File: src/rtl/parking_pkg.sv
// Shared types and helpers for the parking-lot occupancy/statistics datapath.
// Holds the rush-hour FSM state encoding and a generic saturating increment.
package parking_pkg;

  typedef enum logic [1:0] {
    RUSH_IDLE   = 2'd0,
    RUSH_ACTIVE = 2'd1,
    RUSH_DONE   = 2'd2
  } rush_state_t;

  // Width of the generic saturating helper; callers cast in and out of it.
  localparam int SAT_W = 32;

  // Increment count by one, holding at max once reached.
  function automatic logic [SAT_W-1:0] sat_inc(input logic [SAT_W-1:0] count,
                                               input logic [SAT_W-1:0] max);
    if (count >= max) begin
      return max;
    end
    return count + SAT_W'(1);
  endfunction

endpackage

File: src/rtl/parking_hour_hist.sv
// Per-hour entry histogram: a flop array of saturating counters indexed by hour,
// cleared in a single cycle by reset, with a registered one-cycle-latency read port.
// A read of the bin being incremented returns the pre-increment value.
module parking_hour_hist
  import parking_pkg::*;
#(
  parameter int HOUR_W = 3,
  parameter int CNT_W  = 8
) (
  input  logic              clk,
  input  logic              reset,
  input  logic              inc_i,
  input  logic [HOUR_W-1:0] wr_hour_i,
  input  logic [HOUR_W-1:0] rd_hour_i,
  output logic [CNT_W-1:0]  rd_count_o
);

  localparam int NUM_HOURS = 2 ** HOUR_W;
  localparam logic [SAT_W-1:0] CNT_MAX = SAT_W'((64'd1 << CNT_W) - 64'd1);

  logic [CNT_W-1:0] bins_q [NUM_HOURS];
  logic [CNT_W-1:0] bin_inc_d;
  logic [CNT_W-1:0] rd_count_q;

  // Saturated next value of the bin currently addressed for writing.
  always_comb begin
    bin_inc_d = CNT_W'(sat_inc(SAT_W'(bins_q[wr_hour_i]), CNT_MAX));
  end

  // Bin update on accepted entry plus registered read of the addressed bin.
  always_ff @(posedge clk) begin
    if (reset) begin
      for (int i = 0; i < NUM_HOURS; i++) begin
        bins_q[i] <= '0;
      end
      rd_count_q <= '0;
    end else begin
      if (inc_i) begin
        bins_q[wr_hour_i] <= bin_inc_d;
      end
      rd_count_q <= bins_q[rd_hour_i];
    end
  end

  assign rd_count_o = rd_count_q;

endmodule

File: src/rtl/parking_occupancy_stats.sv
// Parking-lot occupancy and statistics datapath.
// Tracks cars against CAPACITY, counts accepted entries (saturating), logs a
// per-hour entry histogram and records rush-hour start/end hours.
// Optional feature: define PARKING_REJECT_CNT_EN to add a saturating counter of
// rejected entry requests on output 'rejected'.
module parking_occupancy_stats
  import parking_pkg::*;
#(
  parameter int CAPACITY = 3,
  parameter int HOUR_W   = 3,
  parameter int CNT_W    = 8
) (
  input  logic                          clk,
  input  logic                          reset,
  input  logic                          enter,
  input  logic                          exit,
  input  logic [HOUR_W-1:0]             hour,
  input  logic [HOUR_W-1:0]             rd_hour,
  output logic [$clog2(CAPACITY+1)-1:0] occupancy,
  output logic                          full,
  output logic                          empty,
  output logic [CNT_W-1:0]              total_entries,
  output logic [CNT_W-1:0]              rd_count,
  output logic [HOUR_W-1:0]             rush_start,
  output logic [HOUR_W-1:0]             rush_end,
  output logic                          rush_seen,
  output logic                          rush_over
`ifdef PARKING_REJECT_CNT_EN
  ,
  output logic [CNT_W-1:0]              rejected
`endif
);

  localparam int OCC_W = $clog2(CAPACITY + 1);
  localparam logic [OCC_W-1:0] CAP_V = OCC_W'(CAPACITY);
  localparam logic [SAT_W-1:0] CNT_MAX = SAT_W'((64'd1 << CNT_W) - 64'd1);

  logic [OCC_W-1:0]  occ_q, occ_d;
  logic [CNT_W-1:0]  total_q, total_d;
  logic              exit_ok, enter_ok;
  rush_state_t       state_q;
  logic [HOUR_W-1:0] rush_start_q, rush_end_q;
  logic              rush_seen_q, rush_over_q;

  // Acceptance is decided on registered occupancy; an exit frees a slot
  // in the same cycle, so a full lot still accepts an entry paired with an exit.
  always_comb begin
    exit_ok  = exit && (occ_q != '0);
    enter_ok = enter && ((occ_q < CAP_V) || exit_ok);
    occ_d    = occ_q;
    if (enter_ok && !exit_ok) begin
      occ_d = occ_q + OCC_W'(1);
    end else if (!enter_ok && exit_ok) begin
      occ_d = occ_q - OCC_W'(1);
    end
    total_d = total_q;
    if (enter_ok) begin
      total_d = CNT_W'(sat_inc(SAT_W'(total_q), CNT_MAX));
    end
  end

  // Occupancy and total-entry registers.
  always_ff @(posedge clk) begin
    if (reset) begin
      occ_q   <= '0;
      total_q <= '0;
    end else begin
      occ_q   <= occ_d;
      total_q <= total_d;
    end
  end

  // Rush FSM: watches registered occupancy, so it reacts one cycle after the
  // lot fills or empties; DONE is sticky until reset.
  always_ff @(posedge clk) begin
    if (reset) begin
      state_q      <= RUSH_IDLE;
      rush_start_q <= '0;
      rush_end_q   <= '0;
      rush_seen_q  <= 1'b0;
      rush_over_q  <= 1'b0;
    end else begin
      case (state_q)
        RUSH_IDLE: begin
          if (occ_q == CAP_V) begin
            state_q      <= RUSH_ACTIVE;
            rush_start_q <= hour;
            rush_seen_q  <= 1'b1;
          end
        end
        RUSH_ACTIVE: begin
          if (occ_q == '0) begin
            state_q     <= RUSH_DONE;
            rush_end_q  <= hour;
            rush_over_q <= 1'b1;
          end
        end
        RUSH_DONE: begin
          state_q <= RUSH_DONE;
        end
        default: begin
          state_q <= RUSH_IDLE;
        end
      endcase
    end
  end

`ifdef PARKING_REJECT_CNT_EN
  logic [CNT_W-1:0] rejected_q;

  // Saturating count of entry requests turned away.
  always_ff @(posedge clk) begin
    if (reset) begin
      rejected_q <= '0;
    end else if (enter && !enter_ok) begin
      rejected_q <= CNT_W'(sat_inc(SAT_W'(rejected_q), CNT_MAX));
    end
  end

  assign rejected = rejected_q;
`endif

  parking_hour_hist #(
    .HOUR_W (HOUR_W),
    .CNT_W  (CNT_W)
  ) u_hist (
    .clk        (clk),
    .reset      (reset),
    .inc_i      (enter_ok),
    .wr_hour_i  (hour),
    .rd_hour_i  (rd_hour),
    .rd_count_o (rd_count)
  );

  assign occupancy     = occ_q;
  assign full          = (occ_q == CAP_V);
  assign empty         = (occ_q == '0);
  assign total_entries = total_q;
  assign rush_start    = rush_start_q;
  assign rush_end      = rush_end_q;
  assign rush_seen     = rush_seen_q;
  assign rush_over     = rush_over_q;

endmodule

File: config.mk
export PLATFORM = sky130hd
export DESIGN_NAME = parking_occupancy_stats
export DESIGN_NICKNAME = d
export VERILOG_FILES = /design/src/rtl/parking_pkg.sv /design/src/rtl/parking_hour_hist.sv /design/src/rtl/parking_occupancy_stats.sv
export SDC_FILE = /design/constraint.sdc
export NUM_CORES = 1
export LEC_CHECK = 0
export ABC_AREA = 1
export BUFFER_PORTS_ARGS = -buffer_cell sky130_fd_sc_hd__buf_2
export CAP_MARGIN = 20
export CORE_MARGIN = 3
export CORE_UTILIZATION = 55
export DETAILED_ROUTE_END_ITERATION = 8
export MAX_ROUTING_LAYER = met4
export PLACE_DENSITY = 0.72
export SYNTH_ARGS = -nofsm -noshare
export SYNTH_HDL_FRONTEND = slang
export SYNTH_SLANG_ARGS = --single-unit
export TNS_END_PERCENT = 100
File: constraint.sdc
create_clock -name clk -period 5.5 [get_ports clk]
set_input_delay 0.275 -clock clk [delete_from_list [all_inputs] [get_ports clk]]
set_output_delay 0.275 -clock clk [all_outputs]
set_load 0.02 [all_outputs]
# After elaboration in Yosys (flattened, before gate mapping)
# Memories as Yosys holds them, arrays and structs flattened. A register that Yosys moved wholly into a read port is not among the register bits.
# Index checks and enable logic that the tools add are counted.
classes:
  add_sub_neg: 4
  n_lt_le_gt_ge: 3
  reduce_logical: 15
  mux: 20
  n_eq_ne: 5
op_table:
  columns: ["cell", "n"]
  rows:
  - ["$mux W8", 5]
  - ["$add A8 B1 Y8 const B", 2]
  - ["$ge A8 B8 Y1 const B", 2]
  - ["$mux W1", 9]
  - ["$mux W2", 4]
  - ["$reduce_or A8 Y1", 1]
  - ["$pmux W2 S3", 1]
  - ["$reduce_and A2 Y1", 3]
  - ["$eq A2 B2 Y1 const B", 2]
  - ["$logic_and A1 B1 Y1", 4]
  - ["$logic_not A2 Y1", 2]
  - ["$ne A2 B2 Y1 const B", 2]
  - ["$reduce_bool A2 Y1", 2]
  - ["$mux W3", 1]
  - ["$add A2 B1 Y2 const B", 1]
  - ["$eq A2 B1 Y1 const B", 1]
  - ["$logic_not A1 Y1", 2]
  - ["$lt A2 B2 Y1 const B", 1]
  - ["$sub A2 B1 Y2 const B", 1]
  - ["$logic_or A1 B1 Y1", 1]
totals:
  mem_count: 1
  ramBits: 64
  reg_bits: 20
  inputBits: 10
  wordCells: 55
  output_inout_bits: 28
mem_list:
  columns: ["name", "words", "width", "read_ports", "rd_clocked_by_memory_dff", "wr", "line", "text"]
  rows:
  - ["u_hist.bins_q", 8, 8, 2, 1, 8, "parking_hour_hist.sv:21", "logic [CNT_W-1:0] bins_q [NUM_HOURS];"]

# Logic depth before layout (Yosys ltp)
# Gate-level depths: netlist of run 1.
logic_depth:
  word_depth: 9
  depth_mapped: 16
  mapped_depth_nobuf: 14

# Cells and area by module
# A second synthesis of run 1 with hierarchy kept.
unflattened:
  cells_unflattened: 653
  area_unflattened_um2: 5136.2
modules_own_cells:
  columns: ["mod", "cells_per_inst", "area_each_um2", "n_inst", "seq_area_each_um2"]
  rows:
  - ["parking_hour_hist", 516, 4119.0, 1, 2082.0]
  - ["parking_occupancy_stats", 137, 1017.2, 1, 400.4]

# Worst setup path before layout of run 1
# No wires, ideal clock.
synth_timing:
  kind: "input-to-reg"
  start: "in hour[0]"
  end: "mem u_hist.bins_q[6][2] (data pin)"
  path_buffers: 2
  stages: 14
  required_ps: 5241
  path_slack_ps: 3375
  setup_ps: 259
  arrival_ps: 1866
  path_cell_list: "buf_2 -> inv_2 -> buf_2 -> o21ai_0 -> nand2_1 -> nor2_2 -> inv_2 -> ha_1 -> nand2_1 -> nor2_1 -> nand3_2 -> inv_4 -> nor2_4 -> nor2_1"
synth_lines:
  columns: ["element", "line", "text"]
  rows:
  - ["from (decl)", "parking_occupancy_stats.sv:17", "input logic [HOUR_W-1:0] hour,"]
  - ["to (decl)", "parking_hour_hist.sv:21", null]

==> run_results.csv, run 1 <==
group,metric,value,unit
setup_path,setup.worst_path.class,"in -> reg",
timing,min_period,2.76,ns
timing,timing_worst_slew_pin_value,0.813,ns
clocking,tritoncts.num_buffers,9,
synthesis,syn-num-nets,624,
layout,finalNetCount,651,
setup_path,highest_delay_cell_along_the_critical_path,"sky130_fd_sc_hd__buf_2",
route,vias_per_instance,5.71,
clocking,worst_setup_hold_path_clk_slew,0.10,ns
route,postRouteWirelength,13200,µm
hold_path,worstHoldPathType,"in -> reg",
timing,layout_worst_path_cycle_share,50.2,%
synthesis,synth-edff-count,64,
place,post-place-cells,730,
timing,slew-limit-headroom,45.8,%
grt,via_count_of_the_first_global_routing_pass,4020,
synthesis,mappedNetlistArea,0.00484,mm²
synthesis,post_synth_inst_count,609,
floorplan,placement_rows,33,
timing,rsz0062_at_grt,"false",
setup_path,worst_ep_arrival_time,2.86,ns
synthesis,yosysSeqAreaShare,51.3,%
grt,antenna_found_initial,0,
synthesis,syn-mean-instance-area,7.95,µm²
route,vias,4258,
clocking,worst_skew_pair.late_latency,0.36,ns
place,dp.final_hpwl,8810,µm
setup_path,critPathLaunchType,"input port",
clocking,clk_sink_count,92,
route,drt_pre_antenna_iters,6,
clocking,cts_post_setup_buffers_inserted,0,
setup_path,crit_fanout,45,
timing,skew,0.0105,ns
route,wire_per_inst,17.8,µm
setup_path,endpoint_kind,"register",
clocking,holdBufCountCts,0,
power,netSwitchingFraction,29.8,%
power,reported_leakage_power,0.00235,µW
clocking,tritoncts_clock_tree,"yes",
clocking,htree_num_levels,3,
power,p_clk_share,31.2,%
run,maxCapViolations,0,
layout,instances_no_fill,746,
grt,grt.overflow.total,0,
layout,mostFrequentLayoutCell,"sky130_fd_sc_hd__nand2_1",
setup_path,buffers_plus_inverters_on_the_worst_setup_path,4,
synthesis,synth-seq-cells,92,
synthesis,async_reset_ff_share,0,%
clocking,root_buffer_cell,"sky130_fd_sc_hd__clkbuf_8",
power,total_power,1550,µW
grt,overall_fraction_of_global_route_tracks_in_use,27.8,%
grt,grt_start_max_net_pins,46,
place,place_congestion,0.952,
setup_path,critPathMaxStageDelay,0.62,ns
layout,layout.cells.most_common_list,"sky130_fd_sc_hd__nand2_1, sky130_fd_sc_hd__inv_1, sky130_fd_sc_hd__nor2_1, sky130_fd_sc_hd__edfxtp_1, sky130_fd_sc_hd__a21oi_1",
power,net-switching-power,463,µW
power,p_int,1090,µW
synthesis,synth_flop_cell,"sky130_fd_sc_hd__edfxtp_1",
power,seqPwrFrac,51.5,%
place,port_buffers,37,
floorplan,die_width,99.8,µm
route,drc_viols,0,
clocking,postCtsResizedCells,0,
power,proportion_of_power_drawn_by_combinational_gates,17.3,%
power,maximum_ir_drop_on_the_vdd_rail,148,µV
timing,report.final.setup_viol,0,
timing,setup_total_negative_slack,0,ns
layout,fillCellCount,769,
floorplan,top_level_port_count,38,
timing,drv_slew,0,
layout,area_growth,9.15,%
layout,antenna_cells_inserted,0,
outcome,status,"completed",
timing,finalHoldViolations,0,
floorplan,die_height,99.8,µm
route,drt-initial-drc-count,592,
route,postRouteAntennaNets,0,
setup_path,critical_path.top_delay_family,"buffers and inverters",
layout,layout_cell_share_with_drive_strength_beyond_1,11.9,%
timing,fmaxAchievable,362,MHz
floorplan,core_area,0.00838,mm²
setup_path,crit_chain,"buf_2 > inv_2 > o21ai_0 > nand2_1 > nor2_2 > inv_2 > ha_1 > nand2_1 > nor2_1 > nand3_2 > inv_4 > nor2_4 > nor2_1",
synthesis,synth.lib_cells_used.distinct,33,
synthesis,yosys_warnings,0,
clocking,cts_max_path_buffers,2,
grt,grt_pass1_wl,20500,µm
setup_path,cp_data_required_time,5.60,ns
power,pwr_density_cell,294,mW/mm²
floorplan,die_footprint,0.00996,mm²
floorplan,initial_core_util,57.8,%
-- flip-flops by register name, summed over array words and instances (netlist names) --
| signal | cells |
|---|---|
| u_hist.bins_q | 64 |
| total_entries | 8 |
| u_hist.rd_count_o | 8 |
| rush_end | 3 |
| rush_start | 3 |
| occupancy | 2 |
| state_q | 2 |
| rush_over | 1 |
| rush_seen | 1 |
-- routing by layer --
| layer | vias to the layer above | routed length [µm] | track usage [%] |
|---|---|---|---|
| met3 | 37 | 1350 | 3.68 |
| li1 | 2038 | - | - |
| met4 | 0 | 359 | 10.8 |
| met1 | 1937 | 5400 | 36.6 |
| met2 | 246 | 6140 | 44.0 |
| met5 | - | 0 | - |
-- final timing paths --
check | startpoint | end | slack (ns) | depth (start not counted)
min reg2reg | rush_over | rush_over | 0.48 | 2
min | reset | total_entries[5] | 0.21 | 2
max reg2reg | occupancy[1] | u_hist.bins_q[1][4] | 2.83 | 9
max | hour[0] | u_hist.bins_q[1][3] | 2.74 | 13
-- synthesized netlist by cell type (2+ instances only) --
library cell	instances	area share (%)
sky130_fd_sc_hd__nand2_1	114	8.8
sky130_fd_sc_hd__inv_1	90	7.0
sky130_fd_sc_hd__nor2_1	89	6.9
sky130_fd_sc_hd__edfxtp_1	64	40
sky130_fd_sc_hd__a21oi_1	58	6.0
sky130_fd_sc_hd__o21ai_0	53	5.5
sky130_fd_sc_hd__dfxtp_1	28	12
sky130_fd_sc_hd__nand3_1	28	2.9
sky130_fd_sc_hd__clkbuf_1	15	1.2
sky130_fd_sc_hd__o211ai_1	10	1.6
sky130_fd_sc_hd__a31oi_1	9	1.2
sky130_fd_sc_hd__inv_2	7	0.54
sky130_fd_sc_hd__buf_2	6	0.62
sky130_fd_sc_hd__nor2_4	6	1.4
sky130_fd_sc_hd__ha_1	5	1.3
sky130_fd_sc_hd__nand4_1	3	0.39
sky130_fd_sc_hd__nor2_2	3	0.39
sky130_fd_sc_hd__nand3_2	2	0.41
sky130_fd_sc_hd__o21ai_1	2	0.21
sky130_fd_sc_hd__or2_2	2	0.26
sky130_fd_sc_hd__xnor2_1	2	0.36
sky130_fd_sc_hd__xor2_1	2	0.36
-- through the flow --
stage / setup WS [ns] / hold slack, ns / instance area, µm² / utilization [%]
4_1_cts: 2.81 / 0.209 / 5280 / 63.0
6_report: 2.74 / 0.205 / 5280 / 63.0
2_1_floorplan: 3.38 / 0.441 / 4840 / -
5_1_grt: 2.49 / 0.211 / 5280 / 63.0
3_3_place_gp: 2.48 / 0.445 / 5070 / 60.5
3_5_place_dp: 2.42 / 0.462 / 5070 / 60.5
-- power by group through the flow --
stage               clock network (µW)  registers, µW  logic (µW)
floorplan                            0            831         169
global placement                     0            814         258
detailed placement                   0            815         264
CTS                                483            799         265
global route                       513            804         299
finish                             485            800         268
-- logic make-up after synthesis --
logic type,after synthesis,share of synthesized area (%)
and+or+nand+nor,251,22.0
AOI/OAI and AO/OA,136,15.0
buffers and inverters,121,9.67
DFF,92,51.3
adders and majority gates,5,1.29
xor gates and xnor gates,4,0.724
-- final cells by class --
class	count	area, µm²	share of cell area (%)
clock buffers	13	191	3.62
inverters	99	374	7.08
multi-input cells	396	1890	35.8
repair buffers	38	193	3.65
flip-flops and latches	92	2480	47.0
clock inverters	3	21.3	0.403
well taps	105	131	2.49
Note: power is estimated with default switching activity, not from simulation.
==> run 2: changes to the inputs <==
Clock period 5.5 ns to 2.6 ns, I/O delays scaled along.
==> run 2 against run 1 <==
Compared with the run above:
- global-route usage shrank 1.2 points
- clock-buffer cell count shrank 3
- combinational power grew 120%
- wire length shrank 4.2%
- sequential power grew 110%
- critical path depth is the same
- setup slack lost 2.4 ns
- final cell count grew 2.3%
==> run_results.csv, run 2 (same netlist as run 1, synthesis figures left out) <==
group,metric,value,unit
outcome,status,"completed",
hold_path,worstHoldPathCells,2,
route,drt-initial-drc-count,480,
setup_path,path_common_cell,"sky130_fd_sc_hd__nand2_1",
floorplan,placement_rows,33,
layout,ff_latch_area,0.00248,mm²
place,place_congestion,0.981,
setup_path,crit_fanout,10,
timing,setup_total_negative_slack,0,ns
layout,instances_no_fill,763,
timing,fmaxAchievable,451,MHz
layout,layout_cell_share_with_drive_strength_beyond_1,14.3,%
power,reported_leakage_power,0.00241,µW
timing,report.final.setup_viol,0,
setup_path,crit_chain,"inv_1 > nand2_1 > o211ai_1 > nand2_1 > nor2_2 > inv_2 > ha_1 > nand2_1 > nor2_1 > nand3_2 > nand3_2 > nand2_1 > inv_1",
floorplan,top_level_port_count,38,
layout,fillCellCount,738,
clocking,cts_max_path_buffers,2,
clocking,holdBufCountCts,0,
power,maximum_ir_drop_on_the_vdd_rail,377,µV
clocking,root_buffer_cell,"sky130_fd_sc_hd__clkbuf_8",
clocking,htree_num_levels,3,
layout,registers.top_by_ff_count,"u_hist.bins_q",
hold_path,whs_endpoint,"total_entries[2]",
place,dpl-instance-area,0.00521,mm²
layout,layout.cells.most_common_list,"sky130_fd_sc_hd__nand2_1, sky130_fd_sc_hd__inv_1, sky130_fd_sc_hd__nor2_1, sky130_fd_sc_hd__edfxtp_1, sky130_fd_sc_hd__a21oi_1",
setup_path,worst_r2r_endpoint,"u_hist.bins_q[4][5]",
grt,grt.overflow.total,0,
grt,overall_fraction_of_global_route_tracks_in_use,26.6,%
hold_path,worstHoldPathType,"in -> reg",
setup_path,worstRegToRegCells,13,
grt,via_count_of_the_first_global_routing_pass,3975,
layout,mostFrequentLayoutCell,"sky130_fd_sc_hd__nand2_1",
route,postRouteWirelength,12700,µm
route,vias,4290,
setup_path,setup.reg_to_reg.worst_slack,0.38,ns
clocking,tritoncts_clock_tree,"yes",
timing,timing.hold.ws,0.0591,ns
setup_path,critPathMaxStageDelay,0.38,ns
route,drt_pre_antenna_iters,8,
timing,layout_worst_path_cycle_share,85.2,%
grt,grt_pass1_wl,19700,µm
floorplan,die_height,99.8,µm
hold_path,hp-start,"reset",
grt,grt_start_max_net_pins,43,
route,wire_per_inst,16.6,µm
floorplan,die_width,99.8,µm
layout,largest_register_ff_count,64,
clocking,postCtsResizedCells,0,
setup_path,critPathLaunchType,"register",
grt,antenna_found_initial,0,
layout,finalNetCount,668,
layout,antenna_cells_inserted,0,
setup_path,buffers_plus_inverters_on_the_worst_setup_path,3,
setup_path,endpoint_kind,"register",
place,dp.final_hpwl,9090,µm
setup_path,setup.worst_path.class,"reg -> reg",
clocking,cts_post_setup_buffers_inserted,0,
power,pwr_density_cell,593,mW/mm²
timing,min_period,2.22,ns
timing,finalHoldViolations,0,
setup_path,worstReg2RegStart,"u_hist.bins_q[5][0]",
clocking,clk_sink_count,92,
setup_path,critical_path.top_delay_family,"simple AND/OR/NAND/NOR gates",
clocking,worst_setup_hold_path_clk_slew,0.10,ns
timing,rsz0062_at_grt,"false",
setup_path,highest_delay_cell_along_the_critical_path,"sky130_fd_sc_hd__edfxtp_1",
timing,slew-limit-headroom,63.1,%
layout,postLayoutCellArea,0.00540,mm²
route,drc_viols,0,
route,vias_per_instance,5.62,
floorplan,core_area,0.00838,mm²
floorplan,initial_core_util,57.8,%
run,maxCapViolations,0,
place,post-place-cells,747,
layout,area_growth,11.5,%
timing,timing_worst_slew_pin_value,0.552,ns
route,postRouteAntennaNets,0,
timing,drv_slew,0,
place,port_buffers,37,
clocking,worst_skew_pair.late_latency,0.37,ns
clocking,tritoncts.num_buffers,9,
layout,multi_input_comb_area,0.00189,mm²
power,total_power,3200,µW
floorplan,die_footprint,0.00996,mm²
setup_path,cp_data_required_time,2.74,ns
timing,skew,0.0131,ns
setup_path,worst_ep_arrival_time,2.35,ns
[run 2: changes by cell type in the layout (fill, tap and decap cells not counted), sizes merged]
cell      previous run  this run
buf                 38        55
clkbuf              13        10
clkinv               1         4
clkinvlp             0         1
inv                101       100
[run 2: metrics by stage]
step           setup slack, ns  util [%]
2_1_floorplan            0.620         -
3_3_place_gp             0.343      62.2
3_5_place_dp             0.281      62.2
4_1_cts                  0.392      64.4
5_1_grt                  0.166      64.4
6_report                 0.385      64.4
[run 2: worst register-to-register path: stages, from the launching register on]
cell	delay (ns)
sky130_fd_sc_hd__edfxtp_1	0.38
sky130_fd_sc_hd__inv_1	0.09
sky130_fd_sc_hd__nand2_1	0.06
sky130_fd_sc_hd__o211ai_1	0.12
sky130_fd_sc_hd__nand2_1	0.09
sky130_fd_sc_hd__nor2_2	0.21
sky130_fd_sc_hd__inv_2	0.07
sky130_fd_sc_hd__ha_1	0.21
sky130_fd_sc_hd__nand2_1	0.09
sky130_fd_sc_hd__nor2_1	0.05
sky130_fd_sc_hd__nand3_2	0.20
sky130_fd_sc_hd__nand3_2	0.24
sky130_fd_sc_hd__nand2_1	0.13
sky130_fd_sc_hd__inv_1	0.05
[run 2: routing by layer]
| layer | vias to the layer above | part of all wire [%] | GRT usage (%) |
|---|---|---|---|
| met5 | - | 0 | - |
| met4 | 0 | 3.8 | 11.8 |
| met3 | 48 | 9.0 | 3.34 |
| met2 | 236 | 47 | 43.5 |
| met1 | 1933 | 40 | 33.2 |
| li1 | 2073 | - | - |
[run 2: layout make-up]
cell class / count / area share [%]
flip-flops and latches: 92 / 46.0
multi-input cells: 396 / 35.0
well taps: 105 / 2.43
clock inverters: 6 / 0.881
repair buffers: 55 / 6.17
inverters: 99 / 6.93
clock buffers: 10 / 2.55
[run 2: where the power goes]
group / switching, µW / internal, µW
Combinational: 409 / 172
Sequential: 40.0 / 1650
Clock: 544 / 383
[run 2: worst max-delay path by stage]
stage,startpoint,endpoint,depth (start not counted)
finish,u_hist.bins_q[5][0],u_hist.bins_q[4][5],13
CTS,u_hist.bins_q[2][0],u_hist.bins_q[4][5],11
floorplan,hour[0],u_hist.bins_q[6][2],14
detailed placement,hour[0],u_hist.bins_q[5][7],12
global route,u_hist.bins_q[5][0],u_hist.bins_q[4][0],13
global placement,hour[0],u_hist.bins_q[1][5],12
==> run 3: changes to the inputs <==
Settings changed: CORE_UTILIZATION 55 to 40, PLACE_DENSITY 0.72 to 0.55.
==> run 3 against run 2 <==
Compared with the run above:
- total power is 16% higher
- maximum frequency is 0.65% higher
- setup slack better by 0.014 ns
- critical path depth is 2 lower
- non-clock buffer count is 1 higher
- critical endpoint is now u_hist.bins_q[7][7]
- highest routed layer unchanged
==> run_results.csv, run 3 (same netlist as run 1, synthesis figures left out) <==
group,metric,value,unit
outcome,status,"completed",
clocking,tritoncts_clock_tree,"yes",
timing,timing.hold.ws,0.0912,ns
timing,finalHoldViolations,0,
place,place_congestion,0.907,
setup_path,highest_delay_cell_along_the_critical_path,"sky130_fd_sc_hd__edfxtp_1",
timing,layout_worst_path_cycle_share,84.7,%
clocking,tritoncts.num_buffers,9,
timing,drv_slew,0,
power,maximum_ir_drop_on_the_vdd_rail,425,µV
route,postRouteWirelength,13700,µm
setup_path,critPathMaxStageDelay,0.42,ns
route,postRouteAntennaNets,0,
grt,grt_pass1_wl,21400,µm
grt,via_count_of_the_first_global_routing_pass,4017,
floorplan,initial_core_util,41.7,%
timing,skew,0.00805,ns
place,port_buffers,37,
clocking,htree_num_levels,3,
setup_path,critPathLaunchType,"register",
layout,ff_latch_area,0.00248,mm²
route,drt_pre_antenna_iters,5,
route,drt-initial-drc-count,337,
grt,grt_start_max_net_pins,43,
timing,rsz0062_at_grt,"false",
floorplan,top_level_port_count,38,
timing,fmaxAchievable,454,MHz
layout,mostFrequentLayoutCell,"sky130_fd_sc_hd__nand2_1",
route,wire_per_inst,17.1,µm
route,vias,4201,
clocking,cts_post_setup_buffers_inserted,0,
timing,timing_worst_slew_pin_value,0.749,ns
layout,layout.cells.most_common_list,"sky130_fd_sc_hd__nand2_1, sky130_fd_sc_hd__inv_1, sky130_fd_sc_hd__nor2_1, sky130_fd_sc_hd__edfxtp_1, sky130_fd_sc_hd__a21oi_1",
grt,grt.overflow.total,0,
layout,multi_input_comb_area,0.00189,mm²
grt,antenna_found_initial,0,
timing,slew-limit-headroom,50.0,%
power,pwr_density_cell,664,mW/mm²
clocking,holdBufCountCts,0,
layout,fillCellCount,1151,
layout,area_growth,15.4,%
place,dp.final_hpwl,10000,µm
timing,setup_total_negative_slack,0,ns
power,reported_leakage_power,0.00248,µW
clocking,clk_sink_count,92,
layout,antenna_cells_inserted,0,
setup_path,worst_ep_arrival_time,2.28,ns
layout,registers.top_by_ff_count,"u_hist.bins_q",
floorplan,core_area,0.0116,mm²
clocking,postCtsResizedCells,0,
setup_path,buffers_plus_inverters_on_the_worst_setup_path,2,
floorplan,die_height,116,µm
floorplan,die_footprint,0.0135,mm²
run,maxCapViolations,0,
timing,report.final.setup_viol,0,
clocking,cts_max_path_buffers,2,
layout,largest_register_ff_count,64,
clocking,root_buffer_cell,"sky130_fd_sc_hd__clkbuf_16",
setup_path,endpoint_kind,"register",
setup_path,cp_data_required_time,2.68,ns
grt,overall_fraction_of_global_route_tracks_in_use,22.0,%
setup_path,setup.worst_path.class,"reg -> reg",
setup_path,crit_chain,"o211ai_1 > nand2_1 > nor2_2 > inv_2 > ha_1 > inv_1 > nor2_1 > nand2_1 > nand2_1 > nand2_1 > a21oi_1",
setup_path,crit_fanout,8,
layout,layout_cell_share_with_drive_strength_beyond_1,14.3,%
hold_path,worstHoldPathType,"in -> reg",
route,vias_per_instance,5.24,
route,drc_viols,0,
floorplan,die_width,116,µm
layout,post-route-util,48.1,%
layout,finalNetCount,669,
floorplan,placement_rows,39,
clocking,worst_setup_hold_path_clk_slew,0.06,ns
timing,min_period,2.20,ns
setup_path,critical_path.top_delay_family,"simple AND/OR/NAND/NOR gates",
setup_path,path_common_cell,"sky130_fd_sc_hd__nand2_1",
clocking,worst_skew_pair.late_latency,0.35,ns
-- run 3: cell types whose count changed in the layout (fill, tap and decap cells not counted), sizes merged --
cell / previous run / this run
clkbuf: 10 / 14
clkinv: 4 / 2
inv: 100 / 98
buf: 55 / 56
bufinv: 0 / 1
clkinvlp: 1 / 0
-- run 3: metrics by stage --
stage          instance area [µm²]  power, µW  setup WS (ns)  instances
4_1_cts                       5590       3740          0.424        802
5_1_grt                       5590       3880          0.204        802
2_1_floorplan                 4840       2110          0.620        609
3_5_place_dp                  5250       2310          0.259        786
6_report                      5590       3710          0.399        802
3_3_place_gp                  5250       2300          0.292        786
-- run 3: where the power goes --
| group | leakage (µW) | internal (µW) | switching (µW) |
|---|---|---|---|
| sequential | 0.000893 | 1650 | 41.8 |
| combinational | 0.00143 | 171 | 417 |
| clock | 0.000164 | 884 | 542 |
| total | 0.00248 | 2710 | 1000 |
-- run 3: layer usage --
layer / global-route usage (%) / share of wire, %
met1: 27.3 / 44
met2: 35.9 / 48
met3: 4.80 / 6.0
met5: - / 0
met4: 6.73 / 2.0
-- run 3: area by class of cell --
type,instances,share of cell area [%]
timing repair buffer,56,5.87
sequential,92,44.4
clock buffer,14,5.28
inverter,99,6.70
multi-input combinational,396,33.8
clock inverter,2,0.694
tap,143,3.20
-- run 3: worst paths after layout --
kind	slack [ns]	cells past startpoint	end	startpoint
worst max register to register	0.40	11	u_hist.bins_q[7][7]	u_hist.bins_q[0][0]
worst max-delay path	0.40	11	u_hist.bins_q[7][7]	u_hist.bins_q[0][0]
worst min-delay path	0.09	2	rush_over	reset
worst min register to register	0.47	2	rush_over	rush_over
